## src/rtl/seg7_pkg.sv

```systemverilog
// Shared types and segment codes for the seven-segment scan controller.
// Segment codes are active-low in {g,f,e,d,c,b,a} order.
package seg7_pkg;

    typedef enum logic [1:0] {
        IDLE,
        SHIFT,
        DONE
    } conv_state_t;

    typedef enum logic [1:0] {
        DIG_ONES,
        DIG_TENS,
        DIG_HUNDREDS
    } digit_t;

    localparam logic [6:0] SEG_0     = 7'b1000000;
    localparam logic [6:0] SEG_1     = 7'b1111001;
    localparam logic [6:0] SEG_2     = 7'b0100100;
    localparam logic [6:0] SEG_3     = 7'b0110000;
    localparam logic [6:0] SEG_4     = 7'b0011001;
    localparam logic [6:0] SEG_5     = 7'b0010010;
    localparam logic [6:0] SEG_6     = 7'b0000010;
    localparam logic [6:0] SEG_7     = 7'b1111000;
    localparam logic [6:0] SEG_8     = 7'b0000000;
    localparam logic [6:0] SEG_9     = 7'b0010000;
    localparam logic [6:0] SEG_BLANK = 7'b1111111;

    // Double-dabble correction: any nibble of 5 or more gets +3 before the shift.
    function automatic logic [11:0] add3_nibbles(input logic [11:0] acc);
        logic [11:0] result;
        result = acc;
        for (int i = 0; i < 3; i++) begin
            if (acc[i*4 +: 4] >= 4'd5) begin
                result[i*4 +: 4] = acc[i*4 +: 4] + 4'd3;
            end
        end
        return result;
    endfunction

endpackage

```

## src/rtl/seg7_decode.sv

```systemverilog
// BCD nibble to active-low seven-segment decoder; non-decimal codes blank the digit.
module seg7_decode
    import seg7_pkg::*;
(
    input  logic [3:0] bcd,
    output logic [6:0] seg
);

    always_comb begin
        case (bcd)
            4'd0:    seg = SEG_0;
            4'd1:    seg = SEG_1;
            4'd2:    seg = SEG_2;
            4'd3:    seg = SEG_3;
            4'd4:    seg = SEG_4;
            4'd5:    seg = SEG_5;
            4'd6:    seg = SEG_6;
            4'd7:    seg = SEG_7;
            4'd8:    seg = SEG_8;
            4'd9:    seg = SEG_9;
            default: seg = SEG_BLANK;
        endcase
    end

endmodule

```

## src/rtl/seg7_scan_ctrl.sv

```systemverilog
// Binary-to-BCD converter with a three-digit multiplexed seven-segment scan.
// Optional macro LEADING_ZERO_BLANK_EN blanks leading zeros on hundreds/tens.
module seg7_scan_ctrl
    import seg7_pkg::*;
#(
    parameter int SCAN_DIV = 100000
) (
    input  logic        clk,
    input  logic        rst_n,
    input  logic [7:0]  value_in,
    input  logic        load,
    output logic        busy,
    output logic        done,
    output logic [11:0] bcd_out,
    output logic [6:0]  seg_n,
    output logic [3:0]  an_n
);

    localparam int PRESC_W = (SCAN_DIV > 1) ? $clog2(SCAN_DIV) : 1;
    localparam logic [PRESC_W-1:0] PRESC_MAX = PRESC_W'(SCAN_DIV - 1);

    conv_state_t        state;
    logic [7:0]         shift_reg;
    logic [11:0]        acc;
    logic [11:0]        acc_adj;
    logic [2:0]         step;

    logic [PRESC_W-1:0] presc;
    digit_t             digit;
    logic [3:0]         nibble;
    logic               blank;
    logic [3:0]         dec_in;

    assign acc_adj = add3_nibbles(acc);

    // bcd_out is only written on the DONE exit, so the display never sees a partial result.
    always_ff @(posedge clk) begin
        if (!rst_n) begin
            state     <= IDLE;
            busy      <= 1'b0;
            done      <= 1'b0;
            bcd_out   <= 12'h000;
            shift_reg <= 8'h00;
            acc       <= 12'h000;
            step      <= 3'd0;
        end else begin
            case (state)
                IDLE: begin
                    done <= 1'b0;
                    if (load) begin
                        shift_reg <= value_in;
                        acc       <= 12'h000;
                        step      <= 3'd0;
                        busy      <= 1'b1;
                        state     <= SHIFT;
                    end
                end
                SHIFT: begin
                    {acc, shift_reg} <= {acc_adj[10:0], shift_reg, 1'b0};
                    step             <= step + 3'd1;
                    if (step == 3'd7) begin
                        done  <= 1'b1;
                        state <= DONE;
                    end
                end
                DONE: begin
                    bcd_out <= acc;
                    done    <= 1'b0;
                    busy    <= 1'b0;
                    state   <= IDLE;
                end
                default: begin
                    done  <= 1'b0;
                    busy  <= 1'b0;
                    state <= IDLE;
                end
            endcase
        end
    end

    always_ff @(posedge clk) begin
        if (!rst_n) begin
            presc <= '0;
            digit <= DIG_ONES;
        end else if (presc == PRESC_MAX) begin
            presc <= '0;
            case (digit)
                DIG_ONES:     digit <= DIG_TENS;
                DIG_TENS:     digit <= DIG_HUNDREDS;
                default:      digit <= DIG_ONES;
            endcase
        end else begin
            presc <= presc + PRESC_W'(1);
        end
    end

    always_comb begin
        an_n   = 4'b1111;
        nibble = bcd_out[3:0];
        blank  = 1'b0;
        case (digit)
            DIG_ONES: begin
                an_n   = 4'b1110;
                nibble = bcd_out[3:0];
            end
            DIG_TENS: begin
                an_n   = 4'b1101;
                nibble = bcd_out[7:4];
`ifdef LEADING_ZERO_BLANK_EN
                blank  = (bcd_out[11:8] == 4'd0) && (bcd_out[7:4] == 4'd0);
`endif
            end
            DIG_HUNDREDS: begin
                an_n   = 4'b1011;
                nibble = bcd_out[11:8];
`ifdef LEADING_ZERO_BLANK_EN
                blank  = (bcd_out[11:8] == 4'd0);
`endif
            end
            default: begin
                an_n   = 4'b1111;
                nibble = bcd_out[3:0];
            end
        endcase
        // A non-decimal code makes the decoder output the blank pattern.
        dec_in = blank ? 4'hF : nibble;
    end

    seg7_decode u_decode (
        .bcd (dec_in),
        .seg (seg_n)
    );

endmodule

```

## config.mk

```make
export PLATFORM = sky130hd
export DESIGN_NAME = seg7_scan_ctrl
export DESIGN_NICKNAME = d
export VERILOG_FILES = /design/src/rtl/seg7_pkg.sv /design/src/rtl/seg7_decode.sv /design/src/rtl/seg7_scan_ctrl.sv
export SDC_FILE = /design/constraint.sdc
export NUM_CORES = 1
export LEC_CHECK = 0
export ABC_AREA = 0
export CORE_MARGIN = 1.5
export CORE_UTILIZATION = 55
export DETAILED_ROUTE_END_ITERATION = 10
export PLACE_DENSITY = 0.78
export SETUP_SLACK_MARGIN = 0.2
export SYNTH_ARGS = -nofsm -noshare
export SYNTH_HDL_FRONTEND = slang
export SYNTH_HIERARCHICAL = 1
export SYNTH_SLANG_ARGS = --single-unit
```

## constraint.sdc

```tcl
create_clock -name clk -period 2.39 [get_ports clk]
set_input_delay 0.239 -clock clk [delete_from_list [all_inputs] [get_ports clk]]
set_output_delay 0.239 -clock clk [all_outputs]
set_load 0.005 [all_outputs]
```

==> results of run 1 <==
[cell families (layout without fill, tap and decap cells)]
kind of cell             count (synthesis)  in the layout  share of synthesized area, %
AO/OA/AOI/OAI                           68             68                         14.96
flip-flops                              58             58                         40.12
buffers and inverters                   34             99                         5.274
AND/OR/NAND/NOR                        143            143                         24.08
adder cells (fa/ha/maj)                 19             19                         8.215
other                                    1              1                        0.1296
XOR/XNOR                                20             20                         6.053
multiplexers                             3              3                         1.167
[worst register-to-register path, delay by kind of cell, from the launching register on]
family | cells | cell delay, ns
fa+ha+maj | 1 | 0.22
compound gates | 1 | 0.40
flops | 1 | 0.38
simple gates | 3 | 0.52
[metal layers]
metal / GRT usage (%) / wire length (um) / up-vias
met2: 41.42 / 3534 / 81
met3: 6.349 / 313 / 16
met1: 28.90 / 2981 / 1232
met5: 0 / 0 / -
li1: - / - / 1296
met4: 12.50 / 178 / 0
[placed cells by master, fill, tap and decap left out, drive strengths merged, types with 4 or more instances in the layout]
| master | instances |
|---|---|
| a311oi | 7 |
| ha | 19 |
| nor2 | 43 |
| inv | 20 |
| nand4 | 4 |
| buf | 36 |
| clkdlybuf4s50 | 27 |
| a21oi | 32 |
| nand2b | 12 |
| a22oi | 4 |
| nor4 | 4 |
| nand2 | 45 |
| nor3 | 8 |
| xnor2 | 17 |
| o2bb2ai | 6 |
| dfxtp | 58 |
| clkbuf | 11 |
| o21ai | 14 |
| nand3 | 10 |
[stage by stage]
step / worst slack, ns / utilization [%] / instance area [um^2]
after floorplan: 0.2660 / - / 2898
after detailed placement: -0.1012 / 65.78 / 3338
after global placement: -0.01240 / 65.78 / 3338
final: -0.1103 / 74.93 / 3802
after global routing: -0.1555 / 74.93 / 3802
after CTS: 0.005424 / 72.44 / 3676
[synth_stat cells (4+ instances only)]
library cell | count | area share (%)
inv_1 | 20 | 2.6
o21ai_0 | 13 | 2.2
a311oi_1 | 7 | 2.1
ha_1 | 19 | 8.2
nand2_1 | 45 | 5.8
nor3_1 | 8 | 1.4
buf_2 | 4 | 0.69
clkbuf_1 | 6 | 0.78
a21oi_1 | 31 | 5.4
xnor2_1 | 17 | 5.1
a22oi_1 | 4 | 1.0
nor2_1 | 42 | 5.4
nand3_1 | 10 | 1.7
dfxtp_1 | 58 | 40
nand2b_1 | 12 | 2.6
nor4_1 | 4 | 0.86
o2bb2ai_1 | 6 | 1.8
[power by group]
part	leakage, nW	total, mW	switching, mW	internal, mW
sequential	0.472	1.00	0.0159	0.988
clock	0.0851	0.777	0.379	0.398
combinational	0.825	0.112	0.0634	0.0490
total	1.38	1.89	0.458	1.43
[repair_timing]
item | CTS | global route
endpoints found under the setup margin | 7 | 7
hold endpoints to repair | 0 | 0
gates resized for setup | 56 | 21
buffers inserted | 12 | 5
gates cloned | 0 | 0
hold buffers | 0 | 0
pin swaps | 12 | 13
[area by class of cell]
cell class              count  area share (%)
well taps                  70           2.303
repair buffers             63           14.25
multi-input cells         254           46.17
clock buffers              11           3.718
clock inverters             5          0.7897
flip-flops and latches     58           30.67
inverters                  20           2.106
[worst min-delay path by stage]
stage	from	endpoint	depth (start not counted)
3_3_place_gp	presc[0]$_SDFF_PP0_	presc[0]$_SDFF_PP0_	1
2_1_floorplan	rst_n	state[1]$_SDFFE_PN0P_	1
5_1_grt	value_in[6]	shift_reg[6]$_SDFFE_PN0P_	3
3_5_place_dp	busy$_SDFFE_PN0P_	busy$_SDFFE_PN0P_	2
6_report	value_in[3]	shift_reg[3]$_SDFFE_PN0P_	3
4_1_cts	value_in[3]	shift_reg[3]$_SDFFE_PN0P_	3
==> out/results.txt, run 1 <==
TritonCTS clock tree - done
Worst-margin pin slew - 0.7596 ns
Critical Path, Cell by Cell - inv_4 -> ha_4 -> nor2_1 -> a21oi_2 -> inv_2 -> ha_4 -> or2_1 -> a21oi_2 -> a31oi_1 -> buf_2
Worst Skew - 0.008496 ns
NumNets Final - 436
Initial DRC count - 149
Tightest Hold Check Type - in2reg
Initial DRT Pass Iterations - 4
P_leak - 1.382 nW
Crit Path Max Fanout - 5
DR vias/cell - 5.457
Vias in the first global route - 2,372
Core Area - 0.005075 mm^2
I/O pins - 36
Clk_lat worst skew - 0.34 ns
Largest net degree at the start of global routing - 31
GRT Total Usage - 24.58%
CP arrival - 2.26 ns
Routed Antenna Nets - 0
Slowest stage delay, CP - 0.37 ns
Max VDD drop - 0.4353 mV
Failing checks - setup timing
EDFF count, synth - 0
Setup total negative slack - -0.2428 ns
Final setup margin - -0.1103 ns
Mapped Area - 0.002894 mm^2
Std cell rows - 26
Total wire length - 7.007 mm
Largest Register - presc
Critical Path Start - digit[0]$_SDFFE_PN0N_
Post-DP HPWL - 4.170 mm
Setup violators final - 3
Grt total ovfl - 0
Fin Hold WS - 0.4671 ns
Slew Limit Fails - 0
WS Path Type - reg2out
Register area share after synthesis - 40.12%
Starting Density - 57.03%
Mapped Cells - 346
Pwr Density - 497.8 mW/mm^2
Period utilization - 104.6%
Wire per inst - 14.57 um
Final Hold Fails - 0
Minimum clock period - 2.500 ns
Worst Setup EP - seg_n[3]
DR DRC count - 0
# H-tree levels - 3
Antenna diodes - 0
Library cells used by synthesis - 42
Startpoint type of the worst setup path - flop
Max FFs per register - 17
Total CTS buffers - 9
CP required - 2.15 ns
Power Total - 1.893 mW
MaxCap Viol Count - 0
WP buf/inv - 3
FF+latch count, synth - 58
Slowest CP cell - dfxtp_4
Ratio of cells with drive above 1 in the final layout - 21.65%
Fmax - 0.4000 GHz
Worst R2R Setup Slack - 0.74 ns
Syn Area/Cell - 8.364 um^2
Stages on the worst setup path - 10
FFs w/ async S/R, synth - 0%
Die height - 75.54 um
CTS root buffer - clkbuf_8
DR vias - 2,625
Filler cell count - 386
# port buffers - 34
Placed Instances - 448
Area delta synth->final - 31.39%
CTS max path bufs - 2
Outcome - finished, violations left
Relative slew slack - 49.26%
R2r endpoint - presc[9]$_SDFF_PP0_
Antenna violations before repair - 0
Non-filler cells, final - 481
Syn Nets - 376
Die footprint - 0.005706 mm^2
RSZ-0062 raised after global routing - yes
Ys Warns - 6
GPL Wtd Cong - 0.8822
R2R depth - 5
Seq. cell area - 0.001166 mm^2
Area of the multi-input gates - 0.001755 mm^2
Ys flop type - dfxtp_1
CP endpoint kind - primary output
Kind of cell adding the most delay to the critical path - adder cells
Die Wd - 75.54 um
Leading registers by flop count - presc (17), acc (12), bcd_out (12)
CTS clock-pin slew for the worst setup and hold paths - 0.07 ns
Num Clock Sinks - 58
Crit Reg-Reg Startpoint - presc[0]$_SDFF_PP0_
First-pass GRT wire length - 10.53 mm
Power figures use the tool's default switching activity.
==> inputs of run 2 (changes only) <==
--- a/config.mk
+++ b/config.mk
@@ -9,6 +9,7 @@
 export CORE_MARGIN = 1.5
 export CORE_UTILIZATION = 55
 export DETAILED_ROUTE_END_ITERATION = 10
+export MAX_ROUTING_LAYER = met4
 export PLACE_DENSITY = 0.78
 export SETUP_SLACK_MARGIN = 0.2
 export SYNTH_ARGS = -nofsm -noshare
==> out/results.txt, run 2 (same netlist as run 1, synthesis figures left out) <==
CTS max path bufs - 2 (unchanged)
Period utilization - 104.3% (-0.32 points)
Largest net degree at the start of global routing - 31 (unchanged)
Tightest Hold Check Type - in2reg
Ratio of cells with drive above 1 in the final layout - 21.65% (unchanged)
Post-DP HPWL - 4.170 mm (unchanged)
GRT Total Usage - 25.31% (+0.73 points)
WP buf/inv - 3 (unchanged)
Kind of cell adding the most delay to the critical path - adder cells
Pwr Density - 497.7 mW/mm^2 (about the same)
Startpoint type of the worst setup path - flop
Routed Antenna Nets - 0 (unchanged)
Max VDD drop - 0.4349 mV (about the same)
Starting Density - 57.03% (unchanged)
Vias in the first global route - 2,369 (-0.13%)
First-pass GRT wire length - 10.53 mm (unchanged)
CP arrival - 2.25 ns (about the same)
TritonCTS clock tree - done
CTS root buffer - clkbuf_8
Core Area - 0.005075 mm^2 (unchanged)
Setup violators final - 3 (unchanged)
Leading registers by flop count - presc (17), acc (12), bcd_out (12)
Slew Limit Fails - 0 (unchanged)
Placed Instances - 448 (unchanged)
Antenna diodes - 0 (unchanged)
Slowest stage delay, CP - 0.35 ns (-0.02 ns)
Std cell rows - 26 (unchanged)
# H-tree levels - 3 (unchanged)
Worst-margin pin slew - 0.7571 ns (-0.002431 ns)
Area of the multi-input gates - 0.001755 mm^2 (unchanged)
Critical Path, Cell by Cell - inv_4 -> ha_4 -> nor2_1 -> a21oi_2 -> inv_2 -> ha_4 -> or2_1 -> a21oi_2 -> a31oi_1 -> buf_2
Die Wd - 75.54 um (unchanged)
Most frequent cells in the layout - dfxtp_1, nand2_1, nor2_1, a21oi_1, clkdlybuf4s50_1
Num Clock Sinks - 58 (unchanged)
WS Path Type - reg2out
Largest Register - presc
Total wire length - 6.936 mm (-1.0%)
CP endpoint kind - primary output
Cts hold-fix bufs - 0 (unchanged)
Initial DRT Pass Iterations - 4 (unchanged)
Failing checks - setup timing
Final setup margin - -0.1025 ns (+0.007762 ns)
Outcome - finished, violations left
CP required - 2.15 ns (about the same)
Die height - 75.54 um (unchanged)
GPL Wtd Cong - 0.8968 (+1.7%)
Die footprint - 0.005706 mm^2 (unchanged)
Non-filler cells, final - 481 (unchanged)
P_leak - 1.382 nW (unchanged)
Most common cell after layout, fill and taps aside - dfxtp_1
Final Hold Fails - 0 (unchanged)
Area delta synth->final - 31.39% (unchanged)
MaxCap Viol Count - 0 (unchanged)
# port buffers - 34 (unchanged)
Wire per inst - 14.42 um (-1.0%)
Seq. cell area - 0.001166 mm^2 (unchanged)
Grt total ovfl - 0 (unchanged)
Total CTS buffers - 9 (unchanged)
NumNets Final - 436 (unchanged)
Clk_lat worst skew - 0.34 ns (about the same)
CTS clock-pin slew for the worst setup and hold paths - 0.07 ns (about the same)
DR vias - 2,640 (+0.57%)
Max FFs per register - 17 (unchanged)
Setup total negative slack - -0.2241 ns (+0.01861 ns)
RSZ-0062 raised after global routing - yes
DR DRC count - 0 (unchanged)
Antenna violations before repair - 0 (unchanged)
Initial DRC count - 131 (-12%)
Fmax - 0.4012 GHz (+0.31%)
Minimum clock period - 2.493 ns (-0.007762 ns)
Relative slew slack - 49.42% (+0.16 points)
Crit Path Max Fanout - 5 (unchanged)
Filler cell count - 386 (unchanged)
Worst Skew - 0.009907 ns (+0.001412 ns)
Post-Route Utilization - 74.93% (unchanged)
I/O pins - 36 (unchanged)
Worst slack at placement - -0.1012 ns (unchanged)
DR vias/cell - 5.489 (+0.57%)
Slowest CP cell - dfxtp_2
==> run 2: cell counts in the layout (fill, tap and decap cells not counted) <==
Identical to the previous run, type by type.
==> run 2: cell type report <==
| class | instances | area share (%) |
|---|---|---|
| multi-input combinational | 254 | 46.17 |
| sequential | 58 | 30.67 |
| timing repair buffer | 63 | 14.25 |
| clock buffer | 11 | 3.718 |
| tap | 70 | 2.303 |
| inverter | 20 | 2.106 |
| clock inverter | 5 | 0.7897 |
==> run 2: path summary, 6_finish.rpt <==
kind / from / to / slack, ns / depth (start not counted)
min: value_in[3] / shift_reg[3]$_SDFFE_PN0P_ / 0.47 / 3
max reg2reg: presc[0]$_SDFF_PP0_ / presc[9]$_SDFF_PP0_ / 0.73 / 5
min reg2reg: presc[0]$_SDFF_PP0_ / presc[0]$_SDFF_PP0_ / 0.47 / 1
max: digit[1]$_SDFFE_PN0N_ / seg_n[3] / -0.10 / 10
==> run 2: report_power, final <==
group          leakage, nW  internal, mW  total, mW  switching (mW)
sequential           0.472         0.988       1.00          0.0160
clock               0.0851         0.398      0.776           0.378
combinational        0.825        0.0489      0.112          0.0634
total                 1.38          1.43       1.89           0.458
==> run 2: per-layer routing <==
layer,GRT usage [%],wire length (um)
met1,28.74,2926
met2,41.52,3485
met3,6.349,340
met4,12.50,184
met5,-,0
==> run 2: per-stage QoR <==
step | instance area (um^2) | total power [mW] | hold slack [ns]
final | 3802 | 1.893 | 0.4686
after global routing | 3802 | 1.963 | 0.4837
after CTS | 3676 | 1.906 | 0.4578
after detailed placement | 3338 | 1.138 | 0.4563
after global placement | 3338 | 1.135 | 0.4457
after floorplan | 2898 | 1.095 | 0.3915
==> run 2: tightest hold or removal path: cells and delay by family <==
| family | cells | cell delay (ns) |
|---|---|---|
| buffers and inverters | 1 | 0.39 |
| AO/OA/AOI/OAI | 1 | 0.08 |
| AND/OR/NAND/NOR | 1 | 0.05 |
==> run 2: timing repair <==
item | 4_1_cts | 5_1_grt
setup buffers | 12 | 5
resized for setup | 56 | 21
pin swaps | 12 | 13
endpoints found under the setup margin | 7 | 7
==> inputs of run 3 (changes only) <==
--- a/config.mk
+++ b/config.mk
@@ -7,10 +7,10 @@
 export LEC_CHECK = 0
 export ABC_AREA = 0
 export CORE_MARGIN = 1.5
-export CORE_UTILIZATION = 55
+export CORE_UTILIZATION = 50
 export DETAILED_ROUTE_END_ITERATION = 10
 export MAX_ROUTING_LAYER = met4
-export PLACE_DENSITY = 0.78
+export PLACE_DENSITY = 0.75
 export SETUP_SLACK_MARGIN = 0.2
 export SYNTH_ARGS = -nofsm -noshare
 export SYNTH_HDL_FRONTEND = slang
==> constraint.sdc (replaced) <==
create_clock -name clk -period 2.22 [get_ports clk]
set_input_delay 0.222 -clock clk [delete_from_list [all_inputs] [get_ports clk]]
set_output_delay 0.222 -clock clk [all_outputs]
set_load 0.005 [all_outputs]
==> out/results.txt, run 3 (same netlist as run 1, synthesis figures left out) <==
GPL Wtd Cong - 0.8242 (-8.1%)
R2R depth - 4 (-1)
CTS max path bufs - 2 (unchanged)
Clk_lat worst skew - 0.33 ns (about the same)
Grt total ovfl - 0 (unchanged)
I/O pins - 36 (unchanged)
Starting Density - 52.24% (-4.8 points)
# port buffers - 34 (unchanged)
Antenna violations before repair - 0 (unchanged)
DR DRC count - 0 (unchanged)
RSZ-0062 raised after global routing - yes
Wire per inst - 13.61 um (-5.6%)
CP arrival - 2.13 ns (-0.12 ns)
Fmax - 0.4243 GHz
GRT Total Usage - 23.47% (-1.8 points)
Filler cell count - 453 (+17%)
Initial DRC count - 135 (+3.1%)
Placed Instances - 460 (+2.7%)
P_leak - 1.409 nW (+1.9%)
Hold Crit Depth - 2 (-1)
Failing checks - setup timing
Power Total - 2.098 mW (+11%)
Area delta synth->final - 31.95%
Fin Hold WS - 0.4519 ns (-0.01678 ns)
Largest Register - presc
R2r endpoint - acc[10]$_SDFFE_PN0P_
Seq. cell area - 0.001169 mm^2 (+0.21%)
DR vias/cell - 5.240 (-4.5%)
First-pass GRT wire length - 11.25 mm (+6.8%)
Worst Skew - 0.008432 ns (-0.001475 ns)
CTS clock-pin slew for the worst setup and hold paths - 0.06 ns (about the same)
CP endpoint kind - primary output
DR vias - 2,552 (-3.3%)
Antenna diodes - 0 (unchanged)
Outcome - finished, violations left
Total CTS buffers - 9 (unchanged)
Hold endpoint - busy$_SDFFE_PN0P_
Crit Path Max Fanout - 5 (unchanged)
Largest net degree at the start of global routing - 18 (-42%)
Total wire length - 6.627 mm (-4.5%)
WS Path Type - reg2out
Most common cell after layout, fill and taps aside - dfxtp_1
Slowest CP cell - dfxtp_4
Die height - 79.08 um (+4.7%)
Kind of cell adding the most delay to the critical path - adder cells
# H-tree levels - 3 (unchanged)
Post-DP HPWL - 4.237 mm (+1.6%)
MaxCap Viol Count - 0 (unchanged)
Area of the multi-input gates - 0.001729 mm^2 (-1.5%)
Slowest stage delay, CP - 0.37 ns (+0.02 ns)
Vias in the first global route - 2,439 (+3.0%)
Leading registers by flop count - presc (17), acc (12), bcd_out (12)
Slew Limit Fails - 0 (unchanged)
TritonCTS clock tree - done
Die footprint - 0.006254 mm^2 (+9.6%)
Setup violators final - 5 (+2)
Setup total negative slack - -0.3875 ns (-0.1634 ns)
Ratio of cells with drive above 1 in the final layout - 21.69% (+0.032 points)
Worst slack at placement - -0.2027 ns (-0.1015 ns)
Hold path start - busy$_SDFFE_PN0P_
Period utilization - 106.2%
Routed Antenna Nets - 0 (unchanged)
Core Area - 0.005540 mm^2 (+9.2%)
Initial DRT Pass Iterations - 4 (unchanged)
Pwr Density - 549.3 mW/mm^2 (+10%)
Worst R2R Setup Slack - 0.56 ns (-0.17 ns)
Startpoint type of the worst setup path - flop
Die Wd - 79.08 um (+4.7%)
Final setup margin - -0.1367 ns (-0.03419 ns)
CP required - 2.00 ns (-0.15 ns)
Critical Path, Cell by Cell - inv_4 -> ha_4 -> nor2_4 -> a21oi_2 -> inv_2 -> ha_4 -> or2_1 -> a21oi_2 -> buf_4 -> nor2_1 -> buf_2
Final Hold Fails - 0 (unchanged)
NumNets Final - 440 (+0.92%)
WP buf/inv - 4 (+1)
CTS root buffer - clkbuf_8
Max FFs per register - 17 (unchanged)
Minimum clock period - 2.357 ns
Most frequent cells in the layout - dfxtp_1, nand2_1, nor2_1, buf_4, clkdlybuf4s50_1
Non-filler cells, final - 487 (+1.2%)
Num Clock Sinks - 58 (unchanged)
Max VDD drop - 0.3911 mV (-10%)
Std cell rows - 27 (+3.8%)
Crit Reg-Reg Startpoint - state[0]$_SDFFE_PN0P_
Tightest Hold Check Type - reg2reg
run 3: cell count changes in the layout (fill, tap and decap cells not counted), sizes merged:
cell      previous run  this run
buf                 36        40
clkinv               3         2
clkbuf              11        13
clkinvlp             2         0
bufinv               0         1
run 3: worst min-delay path: cells and delay by family, from the launching register on:
kind | cells | cell delay [ns]
AO/OA/AOI/OAI | 1 | 0.05
buffers and inverters | 1 | 0.05
flip-flops | 1 | 0.31
run 3: worst max-delay path by stage:
stage                                startpoint        to  slack [ns]  cells after the start
final                     digit[0]$_SDFFE_PN0N_  seg_n[0]       -0.14                     11
after global routing      digit[0]$_SDFFE_PN0N_  seg_n[0]       -0.24                     11
after CTS                 digit[1]$_SDFFE_PN0N_  seg_n[0]       -0.13                     11
after detailed placement  digit[0]$_SDFFE_PN0N_  seg_n[0]       -0.20                     10
after global placement    digit[0]$_SDFFE_PN0N_  seg_n[3]        -0.1                     10
after floorplan           digit[0]$_SDFFE_PN0N_  seg_n[0]        0.21                     10
run 3: routing by layer:
| layer | up-vias | global-route usage [%] | part of all wire [%] |
|---|---|---|---|
| met2 | 62 | 38.55 | 49 |
| met5 | - | - | 0 |
| met4 | 0 | 7.018 | 0.45 |
| li1 | 1303 | - | - |
| met1 | 1185 | 28.03 | 45 |
| met3 | 2 | 6.667 | 5.2 |
run 3: repair_timing:
action / in CTS / in global routing
setup buffers: 8 / 2
pin swaps: 15 / 12
gates resized for setup: 69 / 9
gates cloned: 1 / 0
hold buffers: 0 / 0
endpoints found under the setup margin: 7 / 7
run 3: cell type report:
| cell class | count | area share (%) |
|---|---|---|
| Clock buffer | 13 | 3.637 |
| Clock inverter | 3 | 1.048 |
| Inverter | 20 | 2.097 |
| Multi-Input combinational cell | 254 | 45.28 |
| Sequential cell | 58 | 30.60 |
| Tap cell | 72 | 2.359 |
| Timing Repair Buffer | 67 | 14.97 |
run 3: per-stage QoR:
step	utilization, %	cell area, um^2
6_report	68.93	3819
5_1_grt	68.93	3819
4_1_cts	68.09	3772
3_5_place_dp	61.65	3416
3_3_place_gp	61.65	3416
2_1_floorplan	-	2899
run 3: where the power goes:
group          switching [mW]  internal, mW  total [mW]  leakage [nW]
registers              0.0168          1.06        1.08         0.472
logic                  0.0680        0.0537       0.122         0.845
clock network           0.380         0.516       0.897        0.0914
